--- src/rtl/mux_pkg.sv ---
// Shared constants and helpers for the mux select sequencer.
// Channel-pick helper supports the optional MUX_SCAN_MASK_EN channel mask.
package mux_pkg;

    typedef enum logic [1:0] {
        ST_IDLE = 2'd0,
        ST_SCAN = 2'd1,
        ST_HOLD = 2'd2
    } state_t;

    localparam int unsigned NUM_CH = 4;

    localparam logic [1:0] CH_A = 2'd0;
    localparam logic [1:0] CH_B = 2'd1;
    localparam logic [1:0] CH_C = 2'd2;
    localparam logic [1:0] CH_D = 2'd3;

    typedef struct packed {
        logic       found;
        logic [1:0] ch;
    } ch_pick_t;

    // Lowest enabled channel above 'from' (or at 'from' when incl is set).
    function automatic ch_pick_t pick_ch(input logic [NUM_CH-1:0] mask,
                                         input logic [1:0]        from,
                                         input logic              incl);
        ch_pick_t r;
        r = '0;
        for (int i = NUM_CH - 1; i >= 0; i--) begin
            if (mask[i] && ((i > int'(from)) || (incl && (i == int'(from))))) begin
                r.found = 1'b1;
                r.ch    = 2'(i);
            end
        end
        return r;
    endfunction

endpackage

--- src/rtl/mux_scan_ctrl_if.sv ---
// Handshake and mux-side signals of the scan sequencer.
// ch_mask exists only when MUX_SCAN_MASK_EN is defined.
interface mux_scan_ctrl_if;

    logic       start;
    logic       cont;
    logic       f;
    logic       s1;
    logic       s0;
    logic [3:0] q;
    logic       valid;
    logic       ready;
    logic       busy;
`ifdef MUX_SCAN_MASK_EN
    logic [3:0] ch_mask;

    modport master (input start, cont, f, ready, ch_mask,
                    output s1, s0, q, valid, busy);
    modport slave  (output start, cont, f, ready, ch_mask,
                    input s1, s0, q, valid, busy);
`else
    modport master (input start, cont, f, ready,
                    output s1, s0, q, valid, busy);
    modport slave  (output start, cont, f, ready,
                    input s1, s0, q, valid, busy);
`endif

endinterface

--- src/rtl/mux_dwell_cnt.sv ---
// Dwell counter: load, decrement to zero and hold, registered zero flag.
module mux_dwell_cnt #(
    parameter int unsigned DW_W = 2
) (
    input  logic            clk,
    input  logic            rst_n,
    input  logic            load_i,
    input  logic [DW_W-1:0] load_val_i,
    input  logic            dec_i,
    output logic            zero_o
);

    logic [DW_W-1:0] cnt_q, cnt_d;
    logic            zero_q, zero_d;

    always_comb begin
        cnt_d = cnt_q;
        if (load_i) begin
            cnt_d = load_val_i;
        end else if (dec_i && (cnt_q != '0)) begin
            cnt_d = cnt_q - DW_W'(1);
        end
        zero_d = (cnt_d == '0);
    end

    always_ff @(posedge clk or negedge rst_n) begin
        if (!rst_n) begin
            cnt_q  <= '0;
            zero_q <= 1'b1;
        end else begin
            cnt_q  <= cnt_d;
            zero_q <= zero_d;
        end
    end

    assign zero_o = zero_q;

endmodule

--- src/rtl/mux_scan_ctrl.sv ---
// Select sequencer for the 4:1 mux: steps S1/S0, samples F, hands Q downstream.
// Optional channel skipping is enabled by defining MUX_SCAN_MASK_EN.
module mux_scan_ctrl
    import mux_pkg::*;
#(
    parameter int unsigned DWELL = 2
) (
    input  logic           clk,
    input  logic           rst_n,
    mux_scan_ctrl_if.master bus
);

    localparam int unsigned      DW_W      = $clog2(DWELL + 1);
    localparam logic [DW_W-1:0]  DW_RELOAD = DW_W'(DWELL - 1);

    state_t     state_q, state_d;
    logic [1:0] sel_q, sel_d;
    logic [3:0] q_q, q_d;
    logic [3:0] mask_q, mask_d;
    logic [3:0] mask_in;
    logic       valid_q, valid_d;
    logic       busy_q, busy_d;
    logic       cnt_load, cnt_dec, cnt_zero;
    ch_pick_t   first_pick, next_pick;

`ifdef MUX_SCAN_MASK_EN
    assign mask_in = bus.ch_mask;
`else
    assign mask_in = '1;
`endif

    assign first_pick = pick_ch(mask_in, CH_A, 1'b1);
    assign next_pick  = pick_ch(mask_q, sel_q, 1'b0);

    mux_dwell_cnt #(
        .DW_W (DW_W)
    ) u_dwell_cnt (
        .clk        (clk),
        .rst_n      (rst_n),
        .load_i     (cnt_load),
        .load_val_i (DW_RELOAD),
        .dec_i      (cnt_dec),
        .zero_o     (cnt_zero)
    );

    always_ff @(posedge clk or negedge rst_n) begin
        if (!rst_n) begin
            state_q <= ST_IDLE;
        end else begin
            state_q <= state_d;
        end
    end

    always_comb begin
        state_d = state_q;
        unique case (state_q)
            ST_IDLE: if (bus.start) state_d = ST_SCAN;
            ST_SCAN: if ((mask_q == '0) || (cnt_zero && !next_pick.found)) state_d = ST_HOLD;
            ST_HOLD: if (valid_q && bus.ready) state_d = bus.cont ? ST_SCAN : ST_IDLE;
            default: state_d = ST_IDLE;
        endcase
    end

    // Datapath next values; a scan start (re)loads mask, select and dwell.
    always_comb begin
        sel_d    = sel_q;
        q_d      = q_q;
        mask_d   = mask_q;
        valid_d  = valid_q;
        cnt_load = 1'b0;
        cnt_dec  = 1'b0;
        busy_d   = (state_d != ST_IDLE);
        unique case (state_q)
            ST_IDLE: begin
                sel_d = CH_A;
                if (bus.start) begin
                    mask_d   = mask_in;
                    sel_d    = first_pick.ch;
                    cnt_load = 1'b1;
                end
            end
            ST_SCAN: begin
                if (mask_q == '0) begin
                    q_d     = '0;
                    valid_d = 1'b1;
                    sel_d   = CH_D;
                end else if (cnt_zero) begin
                    q_d[sel_q] = bus.f;
                    if (next_pick.found) begin
                        sel_d    = next_pick.ch;
                        cnt_load = 1'b1;
                    end else begin
                        q_d     = q_d & mask_q;
                        valid_d = 1'b1;
                        sel_d   = CH_D;
                    end
                end else begin
                    cnt_dec = 1'b1;
                end
            end
            ST_HOLD: begin
                if (valid_q && bus.ready) begin
                    valid_d = 1'b0;
                    if (bus.cont) begin
                        mask_d   = mask_in;
                        sel_d    = first_pick.ch;
                        cnt_load = 1'b1;
                    end else begin
                        sel_d = CH_A;
                    end
                end
            end
            default: begin
                sel_d   = CH_A;
                valid_d = 1'b0;
            end
        endcase
    end

    always_ff @(posedge clk or negedge rst_n) begin
        if (!rst_n) begin
            sel_q   <= CH_A;
            q_q     <= '0;
            mask_q  <= '1;
            valid_q <= 1'b0;
            busy_q  <= 1'b0;
        end else begin
            sel_q   <= sel_d;
            q_q     <= q_d;
            mask_q  <= mask_d;
            valid_q <= valid_d;
            busy_q  <= busy_d;
        end
    end

    assign bus.s1    = sel_q[1];
    assign bus.s0    = sel_q[0];
    assign bus.q     = q_q;
    assign bus.valid = valid_q;
    assign bus.busy  = busy_q;

endmodule

--- src/flat_wrapper.sv ---
// flat-port wrapper written by rule: the top's interface ports become plain ports
module mux_scan_ctrl_flat import mux_pkg::*;
#(
    parameter int unsigned DWELL = 2
)
  (clk, rst_n, bus_start, bus_cont, bus_f, bus_ready, bus_s1, bus_s0, bus_q, bus_valid, bus_busy);
  mux_scan_ctrl_if bus_i ();
  input  logic clk;
  input  logic rst_n;
  input wire logic [$bits(bus_i.start)-1:0] bus_start;
  input wire logic [$bits(bus_i.cont)-1:0] bus_cont;
  input wire logic [$bits(bus_i.f)-1:0] bus_f;
  input wire logic [$bits(bus_i.ready)-1:0] bus_ready;
  output wire logic [$bits(bus_i.s1)-1:0] bus_s1;
  output wire logic [$bits(bus_i.s0)-1:0] bus_s0;
  output wire logic [$bits(bus_i.q)-1:0] bus_q;
  output wire logic [$bits(bus_i.valid)-1:0] bus_valid;
  output wire logic [$bits(bus_i.busy)-1:0] bus_busy;
  assign bus_i.start = bus_start;
  assign bus_i.cont = bus_cont;
  assign bus_i.f = bus_f;
  assign bus_i.ready = bus_ready;
  assign bus_s1 = bus_i.s1;
  assign bus_s0 = bus_i.s0;
  assign bus_q = bus_i.q;
  assign bus_valid = bus_i.valid;
  assign bus_busy = bus_i.busy;
  mux_scan_ctrl #(.DWELL(DWELL)) u_core (.clk(clk), .rst_n(rst_n), .bus(bus_i));
endmodule
--- config.mk ---
export PLATFORM = sky130hd
export DESIGN_NAME = mux_scan_ctrl_flat
export DESIGN_NICKNAME = d
export VERILOG_FILES = /design/src/rtl/mux_pkg.sv /design/src/rtl/mux_scan_ctrl_if.sv /design/src/rtl/mux_dwell_cnt.sv /design/src/rtl/mux_scan_ctrl.sv /design/src/flat_wrapper.sv
export SDC_FILE = /design/constraint.sdc
export NUM_CORES = 1
export LEC_CHECK = 0
export BUFFER_PORTS_ARGS = -buffer_cell sky130_fd_sc_hd__clkbuf_2
export CAP_MARGIN = 20
export CELL_PAD_IN_SITES_DETAIL_PLACEMENT = 0
export CELL_PAD_IN_SITES_GLOBAL_PLACEMENT = 1
export CORE_AREA = 2 2 42 44
export DETAILED_ROUTE_END_ITERATION = 10
export DIE_AREA = 0 0 44 46
export MAX_ROUTING_LAYER = met4
export PLACE_DENSITY = 0.84
export SKIP_CTS_REPAIR_TIMING = 1
export SYNTH_ARGS = -nofsm -noshare
export SYNTH_HDL_FRONTEND = slang
export SYNTH_SLANG_ARGS = --single-unit
--- constraint.sdc ---
create_clock -name clk -period 4.16 [get_ports clk]
set_input_delay 0.832 -clock clk [delete_from_list [all_inputs] [get_ports clk]]
set_output_delay 0.832 -clock clk [all_outputs]
set_load 0.05 [all_outputs]
==> flow_summary.toml, run 1 <==
[outcome]
outcome = "complete, no violations"

[cts]
tritoncts = "yes"
cts_sinks = 13
cts_htree_levels = 1
cts_root_buffer = "clkbuf_4"
cts_buffers = 3
clk_pin_slew_ps = 70
cts.path.max_buffers = 2
clock_latency_ps = 270

[die]
row_count = 15
start_util_pct = 38.29
die_x_um = 44
dieArea_sq_mm = 0.002024
die_y_um = 46
fp.coreArea_sq_mm = 0.001614
ios = 14

[synthesis]
syn_avg_cell_area_sq_um = 11.24
synth-seq-cells = 13
ys_top_cells_by_count = "12 x dfrtp_1, 5 x a21oi_1"
yosys.area.top_type = "dfrtp_1"
netlist_instances = 55
syn_nets = 62
synth.top_cell.area_share_pct = 48.58
synth_cell_types = 25
yosysSeqAreaShare_pct = 52.83
synth_ff_type = "dfrtp_1"
yosys_warnings = 0
synth_edf_count = 0
synthTopCellsByArea = "dfrtp_1 49%, dfstp_2 4.3%, a21oi_1 4.0%"
yosysMostFrequentCell = "dfrtp_1"
netlist_area_sq_um = 618.1
ys_async_sr_fraction_pct = 100.0

[power]
peakVddDrop_v = 0.0003322
switching_share_pct = 47.57
power_leakage_nw = 0.3441
p_comb_share_pct = 51.5
p_per_area_mw_per_mm2 = 874.5
internal_power_mw = 0.3333
p_sw_mw = 0.3024
power_mw = 0.6357
clock_power_share_pct = 11.9
p_seq_share_pct = 36.6

[worst_setup_path]
crit_fanout = 10
cp-end-kind = "output pin"
critPathSlowestCell = "dfrtp_1"
path_cells = "clkbuf_2"
worstPathArrival_ps = 1100
cpPeakStageDelay_ps = 500
cp.required_ps = 3330
rrSetupSlack_ps = 2620
critical_path_buf_inv_count = 1
cp_top_family = "flip-flops"
start_kind = "register"
path_class = "register to output pin"

[timing]
layout_min_cycle_time_ps = 1934
finClkSkew_ps = 0.9619
slew_viol_final = 0
slew_headroom_pct = 75.49
final.setup.tns_ps = 0
fmax_mhz = 517.0
grt_setup_unrepaired = "no"
hold_viol_final = 0
finalSetupViolations = 0
fin_crit_sh_pct = 46.50
worst_pin_slew_ps = 367.7

[flow_run]
drv_cap = 0

[detailed_routing]
wl_um = 1090
vias = 461
routed_via_density = 5.239
drtIter0Drc = 10
drt_first_pass_iters = 4
ant_nets = 0
wl_per_cell_um = 12.39
drcViolationCount = 0

[global_routing]
grtUsageTotal_pct = 12.80
grt_max_degree = 14
grt_overflow = 0
antenna_found_initial = 0
grt_pass1_wl_um = 1731
grt_pass1_vias = 414

[cells_and_area]
fillCellCount = 164
nNetsFinal = 79
syn_to_final_growth_pct = 17.61
design_area_sq_um = 726.9
num_antenna_cells = 0
drive_gt1_share_pct = 28.17

[place]
post_dp_cell_area_sq_um = 700.7
dp_hpwl_um = 843.1
place_congestion = 0.7665
io_buffers = 13

[min_path]
hp-class = "input port to asynchronous set/reset pin"
[per-layer routing]
layer | global-route usage [%] | routed length [um] | share of wire (%) | vias to the layer above
met2 | 18.82 | 509 | 47 | 13
li1 | - | - | - | 236
met5 | - | 0 | 0 | -
met3 | 3.571 | 43 | 3.9 | 2
met4 | 9.091 | 24 | 2.2 | 0
met1 | 14.99 | 513 | 47 | 210
[worst paths after layout]
kind,to,start,depth (start not counted)
min,u_core.bus.valid$_DFFE_PN0P_,rst_n,1
max in group asynchronous,u_core.u_dwell_cnt.zero_o$_DFF_PN1_,rst_n,1
min reg2reg,u_core.bus.q[1]$_DFFE_PN0P_,u_core.bus.q[1]$_DFFE_PN0P_,1
max,bus_s0,u_core.sel_q[0]$_DFFE_PN0P_,1
min in group clk,u_core.bus.q[1]$_DFFE_PN0P_,u_core.bus.q[1]$_DFFE_PN0P_,1
max reg2reg,u_core.u_dwell_cnt.cnt_q[1]$_DFF_PN0_,u_core.u_dwell_cnt.cnt_q[0]$_DFF_PN0_,5
[cell usage in the layout (no fill, tap or decap)]
cell,count
a211oi_1,1
a21o_1,2
a21oi_1,5
a31oi_1,1
and2b_1,1
clkbuf_1,1
clkbuf_2,13
clkbuf_4,3
dfrtp_1,12
dfstp_2,1
ha_1,1
inv_1,3
mux2_1,2
mux2_2,2
mux2i_1,1
nand2_1,3
nand2b_1,1
nand3_1,2
nand3b_1,3
nand4_1,1
nor2_1,1
nor3_1,1
nor3b_1,3
nor4b_4,1
o21ai_0,3
or3_1,2
xnor2_1,1
[metrics by stage]
step                cells  util (%)  hold WS [ps]  worst slack [ps]
finish                 88     45.04         437.4              2226
global placement       84     43.41         469.3              2523
floorplan              55         -         477.9              2581
CTS                    88     45.04         438.7              2217
global route           88     45.04         433.1              2150
detailed placement     84     43.41         476.8              2499
[power by group through the flow]
stage	Clock [mW]	Combinational [mW]	Sequential (mW)
after detailed placement	0	0.333	0.235
after CTS	0.0804	0.333	0.233
after floorplan	0	0.152	0.344
final	0.0758	0.328	0.232
after global routing	0.0897	0.350	0.241
after global placement	0	0.327	0.234
[cell type report]
| cell class | instances | area, sq um | area share, % |
|---|---|---|---|
| clock buffer | 4 | 26.28 | 3.614 |
| sequential | 13 | 326.6 | 44.92 |
| multi-input combinational | 38 | 276.5 | 38.04 |
| timing repair buffer | 13 | 65.06 | 8.950 |
| inverter | 3 | 11.26 | 1.549 |
| tap | 17 | 21.27 | 2.926 |
[cells by family (layout without fill, tap and decap cells)]
kind of cell	count (synthesis)	in the layout	share of synthesized area, %
DFF	13	13	52.84
xor gates and xnor gates	1	1	1.417
and+or+nand+nor	19	19	21.25
adders and majority gates	1	1	2.024
AOI/OAI and AO/OA	12	12	11.13
buffers and inverters	4	20	2.428
muxes	5	5	8.906
[flip-flops by register name, indices dropped and copies added, names as in the netlist]
| name | count |
|---|---|
| u_core.sel_q | 2 |
| u_core.u_dwell_cnt.cnt_q | 2 |
| u_core.bus.valid | 1 |
| u_core.bus.q | 4 |
| u_core.bus.busy | 1 |
| u_core.u_dwell_cnt.zero_o | 1 |
| u_core.state_q | 2 |
Note: power is estimated with default switching activity, not from simulation.
==> run 2, diff against run 1 <==
--- a/config.mk
+++ b/config.mk
@@ -9,11 +9,11 @@
 export CAP_MARGIN = 20
 export CELL_PAD_IN_SITES_DETAIL_PLACEMENT = 0
 export CELL_PAD_IN_SITES_GLOBAL_PLACEMENT = 1
-export CORE_AREA = 2 2 42 44
+export CORE_AREA = 2 2 46 48
 export DETAILED_ROUTE_END_ITERATION = 10
-export DIE_AREA = 0 0 44 46
+export DIE_AREA = 0 0 48 50
 export MAX_ROUTING_LAYER = met4
-export PLACE_DENSITY = 0.84
+export PLACE_DENSITY = 0.75
 export SKIP_CTS_REPAIR_TIMING = 1
 export SYNTH_ARGS = -nofsm -noshare
 export SYNTH_HDL_FRONTEND = slang
==> constraint.sdc (replaced) <==
create_clock -name clk -period 1.6 [get_ports clk]
set_input_delay 0.32 -clock clk [delete_from_list [all_inputs] [get_ports clk]]
set_output_delay 0.32 -clock clk [all_outputs]
set_load 0.05 [all_outputs]
==> run 2 against run 1 <==
Against the previous run:
- via count grew 9.3%
- critical path depth grew 4
- first-iteration DRC count shrank 30%
- die area grew 19%
- sequential power grew to 2.6 times the previous value
- register-to-register slack lost 2600 ps
- clock power grew to 2.7 times the previous value
- clock skew grew 3.1 ps
- routed wire length grew 15%
- count of clock-buffer cells in the layout is the same
- total power grew to 2.8 times the previous value
- sequential share of layout area shrank 3.9 points
- largest cell class unchanged
- highest routed layer unchanged
==> flow_summary.toml, run 2 (synthesized netlist as in run 1, its figures left out) <==
[power]
p_seq_share_pct = 33.6
p_per_area_mw_per_mm2 = 2218
p_comb_share_pct = 55.1
clock_power_share_pct = 11.3
switching_share_pct = 46.92
power_leakage_nw = 0.3701
internal_power_mw = 0.9383
p_sw_mw = 0.8293
power_mw = 1.768
peakVddDrop_v = 0.0008987

[global_routing]
grt_pass1_wl_um = 2152
grtUsageTotal_pct = 13.31
grt_overflow = 0
grt_max_degree = 14
antenna_found_initial = 0
grt_pass1_vias = 489

[cts]
clk_pin_slew_ps = 70
cts_htree_levels = 1
cts_sinks = 13
cts_root_buffer = "clkbuf_4"
cts.path.max_buffers = 2
tritoncts = "yes"
clock_latency_ps = 270
cts_buffers = 3

[flow_run]
drv_cap = 0

[cells_and_area]
drive_gt1_share_pct = 36.84
finalNonFillerCells = 103
seq_area_sq_um = 326.6
mostFrequentLayoutCells = "13 x clkbuf_2, 12 x dfrtp_1, 5 x a21oi_1"
largest_reg_flops = 4
nNetsFinal = 84
syn_to_final_growth_pct = 28.95
multi_input_area_sq_um = 294.0
layout_commonest_cell = "clkbuf_2"
num_antenna_cells = 0
fillCellCount = 196

[worst_setup_path]
critPathSlowestCell = "dfrtp_1"
start_kind = "register"
cp.required_ps = 1760
cp_top_family = "simple AND/OR/NAND/NOR gates"
timing.rr.start = "u_core.u_dwell_cnt.cnt_q[0]$_DFF_PN0_"
worstPathArrival_ps = 1690
cpPeakStageDelay_ps = 390
crit_fanout = 4
critical_path_buf_inv_count = 1
path_cells = "inv_2, ha_4, nor4b_4, xnor2_1, or3_1"
critPathLaunch = "u_core.u_dwell_cnt.cnt_q[0]$_DFF_PN0_"
path_class = "register to register"
cp-end-kind = "register"

[place]
place_congestion = 0.7764
io_buffers = 13
dp_hpwl_um = 943.9
post-place-cells = 96

[min_path]
worstHoldStart = "bus_f"
hp-class = "input port to register"

[die]
start_util_pct = 32.50
row_count = 16
dieArea_sq_mm = 0.002400
die_y_um = 50
fp.coreArea_sq_mm = 0.001902
ios = 14
die_x_um = 48

[timing]
fmax_mhz = 650.6
finalSetupViolations = 0
slew_headroom_pct = 69.77
final.setup.tns_ps = 0
layout_min_cycle_time_ps = 1537
finClkSkew_ps = 4.012
hold_ws_ps = 308.0
grt_setup_unrepaired = "yes"
hold_viol_final = 0
fin_crit_sh_pct = 96.06
slew_viol_final = 0
worst_pin_slew_ps = 453.4

[detailed_routing]
vias = 504
ant_nets = 0
wl_um = 1250
drtIter0Drc = 7
drcViolationCount = 0
drt_first_pass_iters = 4
routed_via_density = 4.893
wl_per_cell_um = 12.14

[outcome]
outcome = "complete, no violations"
run 2: per-stage QoR:
step           util (%)  instance area (sq um)  setup slack (ps)
2_1_floorplan         -                  618.1             21.27
3_3_place_gp      38.29                  728.2             163.8
3_5_place_dp      38.29                  728.2             106.5
4_1_cts           39.67                  754.5             83.72
5_1_grt           41.91                  797.0            -32.08
6_report          41.91                  797.0             63.02
run 2: path summary, 6_finish.rpt:
path                                                    endpoint  slack, ps  cells past startpoint
hold reg to reg                      u_core.bus.q[1]$_DFFE_PN0P_        490                      1
setup / recovery           u_core.u_dwell_cnt.cnt_q[0]$_DFF_PN0_         60                      5
min in group asynchronous              u_core.bus.busy$_DFF_PN0_        470                      2
hold / removal                       u_core.bus.q[2]$_DFFE_PN0P_        310                      2
max in group asynchronous    u_core.u_dwell_cnt.zero_o$_DFF_PN1_        830                      2
setup reg to reg           u_core.u_dwell_cnt.cnt_q[0]$_DFF_PN0_         60                      5
run 2: final cells by class:
cell class                 count  area share, %
sequential                    13          40.97
tap                           27          4.239
timing repair buffer          18          13.19
multi-input combinational     38          36.89
inverter                       3          1.413
clock buffer                   4          3.297
run 2: layer usage:
metal	GRT usage [%]	up-vias	share of wire [%]
li1	-	245	-
met1	16.25	241	43
met2	19.11	16	49
met3	5.495	2	6.6
met5	-	-	0
met4	5.405	0	1.1
run 2: power groups by stage:
stage / registers, mW / logic [mW] / clock network (mW)
2_1_floorplan: 0.895 / 0.395 / 0
3_3_place_gp: 0.588 / 0.880 / 0
3_5_place_dp: 0.601 / 0.899 / 0
4_1_cts: 0.593 / 0.903 / 0.213
5_1_grt: 0.621 / 1.06 / 0.226
6_report: 0.593 / 0.973 / 0.201
==> run 3, diff against run 2 <==
--- a/config.mk
+++ b/config.mk
@@ -5,15 +5,15 @@
 export SDC_FILE = /design/constraint.sdc
 export NUM_CORES = 1
 export LEC_CHECK = 0
-export BUFFER_PORTS_ARGS = -buffer_cell sky130_fd_sc_hd__clkbuf_2
+export BUFFER_PORTS_ARGS = -buffer_cell sky130_fd_sc_hd__buf_2
 export CAP_MARGIN = 20
 export CELL_PAD_IN_SITES_DETAIL_PLACEMENT = 0
 export CELL_PAD_IN_SITES_GLOBAL_PLACEMENT = 1
-export CORE_AREA = 2 2 46 48
+export CORE_AREA = 2 2 52 42
 export DETAILED_ROUTE_END_ITERATION = 10
-export DIE_AREA = 0 0 48 50
+export DIE_AREA = 0 0 54 44
 export MAX_ROUTING_LAYER = met4
-export PLACE_DENSITY = 0.75
+export PLACE_DENSITY = 0.76
 export SKIP_CTS_REPAIR_TIMING = 1
 export SYNTH_ARGS = -nofsm -noshare
 export SYNTH_HDL_FRONTEND = slang
==> run 3 against run 2 <==
Against the previous run:
- total power barely moved
- clock power grew 5%
- sequential power is essentially flat
- count of clock-buffer cells in the layout is the same
- die area down 1.0%
- critical path type unchanged
==> flow_summary.toml, run 3 (synthesized netlist as in run 1, its figures left out) <==
[power]
peakVddDrop_v = 0.001020
internal_power_mw = 0.9262
p_per_area_mw_per_mm2 = 2248
p_comb_share_pct = 54.4
switching_share_pct = 47.57
power_leakage_nw = 0.3652
clock_power_share_pct = 11.9
power_mw = 1.767
p_seq_share_pct = 33.7
p_sw_mw = 0.8404

[place]
post_dp_cell_area_sq_um = 724.4
dp_hpwl_um = 957.7
post-place-cells = 93
io_buffers = 13
dp_slack_ps = 103.2
place_congestion = 0.7713

[worst_setup_path]
r2r_cells = 5
start_kind = "register"
rrSetupSlack_ps = 90
critPathSlowestCell = "dfrtp_1"
timing.rr.start = "u_core.u_dwell_cnt.cnt_q[0]$_DFF_PN0_"
worstPathArrival_ps = 1670
path_class = "register to register"
cpPeakStageDelay_ps = 390
critical_path_buf_inv_count = 1
cp.required_ps = 1760
cp_top_family = "simple AND/OR/NAND/NOR gates"
regToRegEndpoint = "u_core.u_dwell_cnt.cnt_q[0]$_DFF_PN0_"
cp-end-kind = "register"
path_cells = "inv_2, ha_4, nor4b_4, xnor2_1, or3_1"
crit_fanout = 4

[detailed_routing]
routed_via_density = 4.970
drcViolationCount = 0
wl_per_cell_um = 13.33
ant_nets = 0
drt_first_pass_iters = 4
drtIter0Drc = 2
wl_um = 1320
highest_layer = "met4"
met2_length_um = 586
wl_met1_um = 665
dr_wl_met3_um = 52
vias = 492

[timing]
finClkSkew_ps = 4.297
slew_viol_final = 0
worst_pin_slew_ps = 476.2
slew_headroom_pct = 68.25
fin_ws_ps = 91.05
finalSetupViolations = 0
fin_crit_sh_pct = 94.31
fmax_mhz = 662.7
layout_min_cycle_time_ps = 1509
grt_setup_unrepaired = "no"
final.setup.tns_ps = 0
hold_viol_final = 0
hold_ws_ps = 309.0

[die]
fp.coreArea_sq_mm = 0.001892
die_x_um = 54
ios = 14
die_y_um = 44
row_count = 14
start_util_pct = 32.67
dieArea_sq_mm = 0.002376

[cells_and_area]
largest_reg_flops = 4
finalNonFillerCells = 99
design_area_sq_um = 785.8
drive_gt1_share_pct = 34.67
syn_to_final_growth_pct = 27.13
mostFrequentLayoutCells = "13 x buf_2, 12 x dfrtp_1, 5 x a21oi_1"
nNetsFinal = 83
layout_commonest_cell = "buf_2"
num_antenna_cells = 0
final_util_pct = 41.53

[global_routing]
grt_pass1_wl_um = 2277
grt_pass1_vias = 462
grt_overflow = 0
antenna_found_initial = 0
grt_max_degree = 14
grtUsageTotal_pct = 14.46

[cts]
tritoncts = "yes"
clk_pin_slew_ps = 80
cts.path.max_buffers = 2
cts_root_buffer = "clkbuf_4"
cts_sinks = 13
clock_latency_ps = 280
cts_buffers = 3
cts_htree_levels = 1

[min_path]
worstHoldStart = "bus_f"
hp-class = "input port to register"
worstHoldEndpoint = "u_core.bus.q[2]$_DFFE_PN0P_"
whs_path_depth = 2

[flow_run]
drv_cap = 0

[outcome]
outcome = "complete, no violations"
## run 3: power groups by stage
stage	clock, mW	combinational [mW]	sequential [mW]
global route	0.241	1.04	0.621
global placement	0	0.883	0.591
detailed placement	0	0.901	0.600
floorplan	0	0.395	0.895
finish	0.211	0.961	0.595
CTS	0.223	0.904	0.593
## run 3: worst reg2reg max path, delay by kind of cell, from the launching register on
kind	cells	cell delay [ps]
buffers and inverters	1	70
adders and majority gates	1	160
and+or+nand+nor	2	660
DFF	1	390
xor gates and xnor gates	1	120
## run 3: layout make-up
class	count	area, sq um
Clock buffer	4	26.28
Fill cell	194	1106
Inverter	3	11.26
Multi-Input combinational cell	38	294.0
Sequential cell	13	326.6
Tap cell	24	30.03
Timing Repair Buffer	17	97.59
## run 3: worst max-delay path by stage
| stage | start | to | slack [ps] | cells after the start |
|---|---|---|---|---|
| 3_3_place_gp | u_core.u_dwell_cnt.cnt_q[0]$_DFF_PN0_ | u_core.u_dwell_cnt.cnt_q[0]$_DFF_PN0_ | 160 | 5 |
| 6_report | u_core.u_dwell_cnt.cnt_q[0]$_DFF_PN0_ | u_core.u_dwell_cnt.cnt_q[0]$_DFF_PN0_ | 90 | 5 |
| 4_1_cts | u_core.u_dwell_cnt.cnt_q[0]$_DFF_PN0_ | u_core.u_dwell_cnt.cnt_q[0]$_DFF_PN0_ | 80 | 5 |
| 3_5_place_dp | u_core.u_dwell_cnt.cnt_q[0]$_DFF_PN0_ | u_core.u_dwell_cnt.cnt_q[0]$_DFF_PN0_ | 100 | 5 |
| 2_1_floorplan | u_core.sel_q[0]$_DFFE_PN0P_ | u_core.bus.q[3]$_DFFE_PN0P_ | 20 | 4 |
| 5_1_grt | u_core.state_q[1]$_DFF_PN0_ | u_core.bus.q[2]$_DFFE_PN0P_ | 6 | 3 |
## run 3: layer usage
layer | up-vias | track usage (%)
li1 | 237 | -
met1 | 239 | 19.48
met2 | 12 | 19.51
met3 | 4 | 6.207
met4 | 0 | 4.500
met5 | - | -
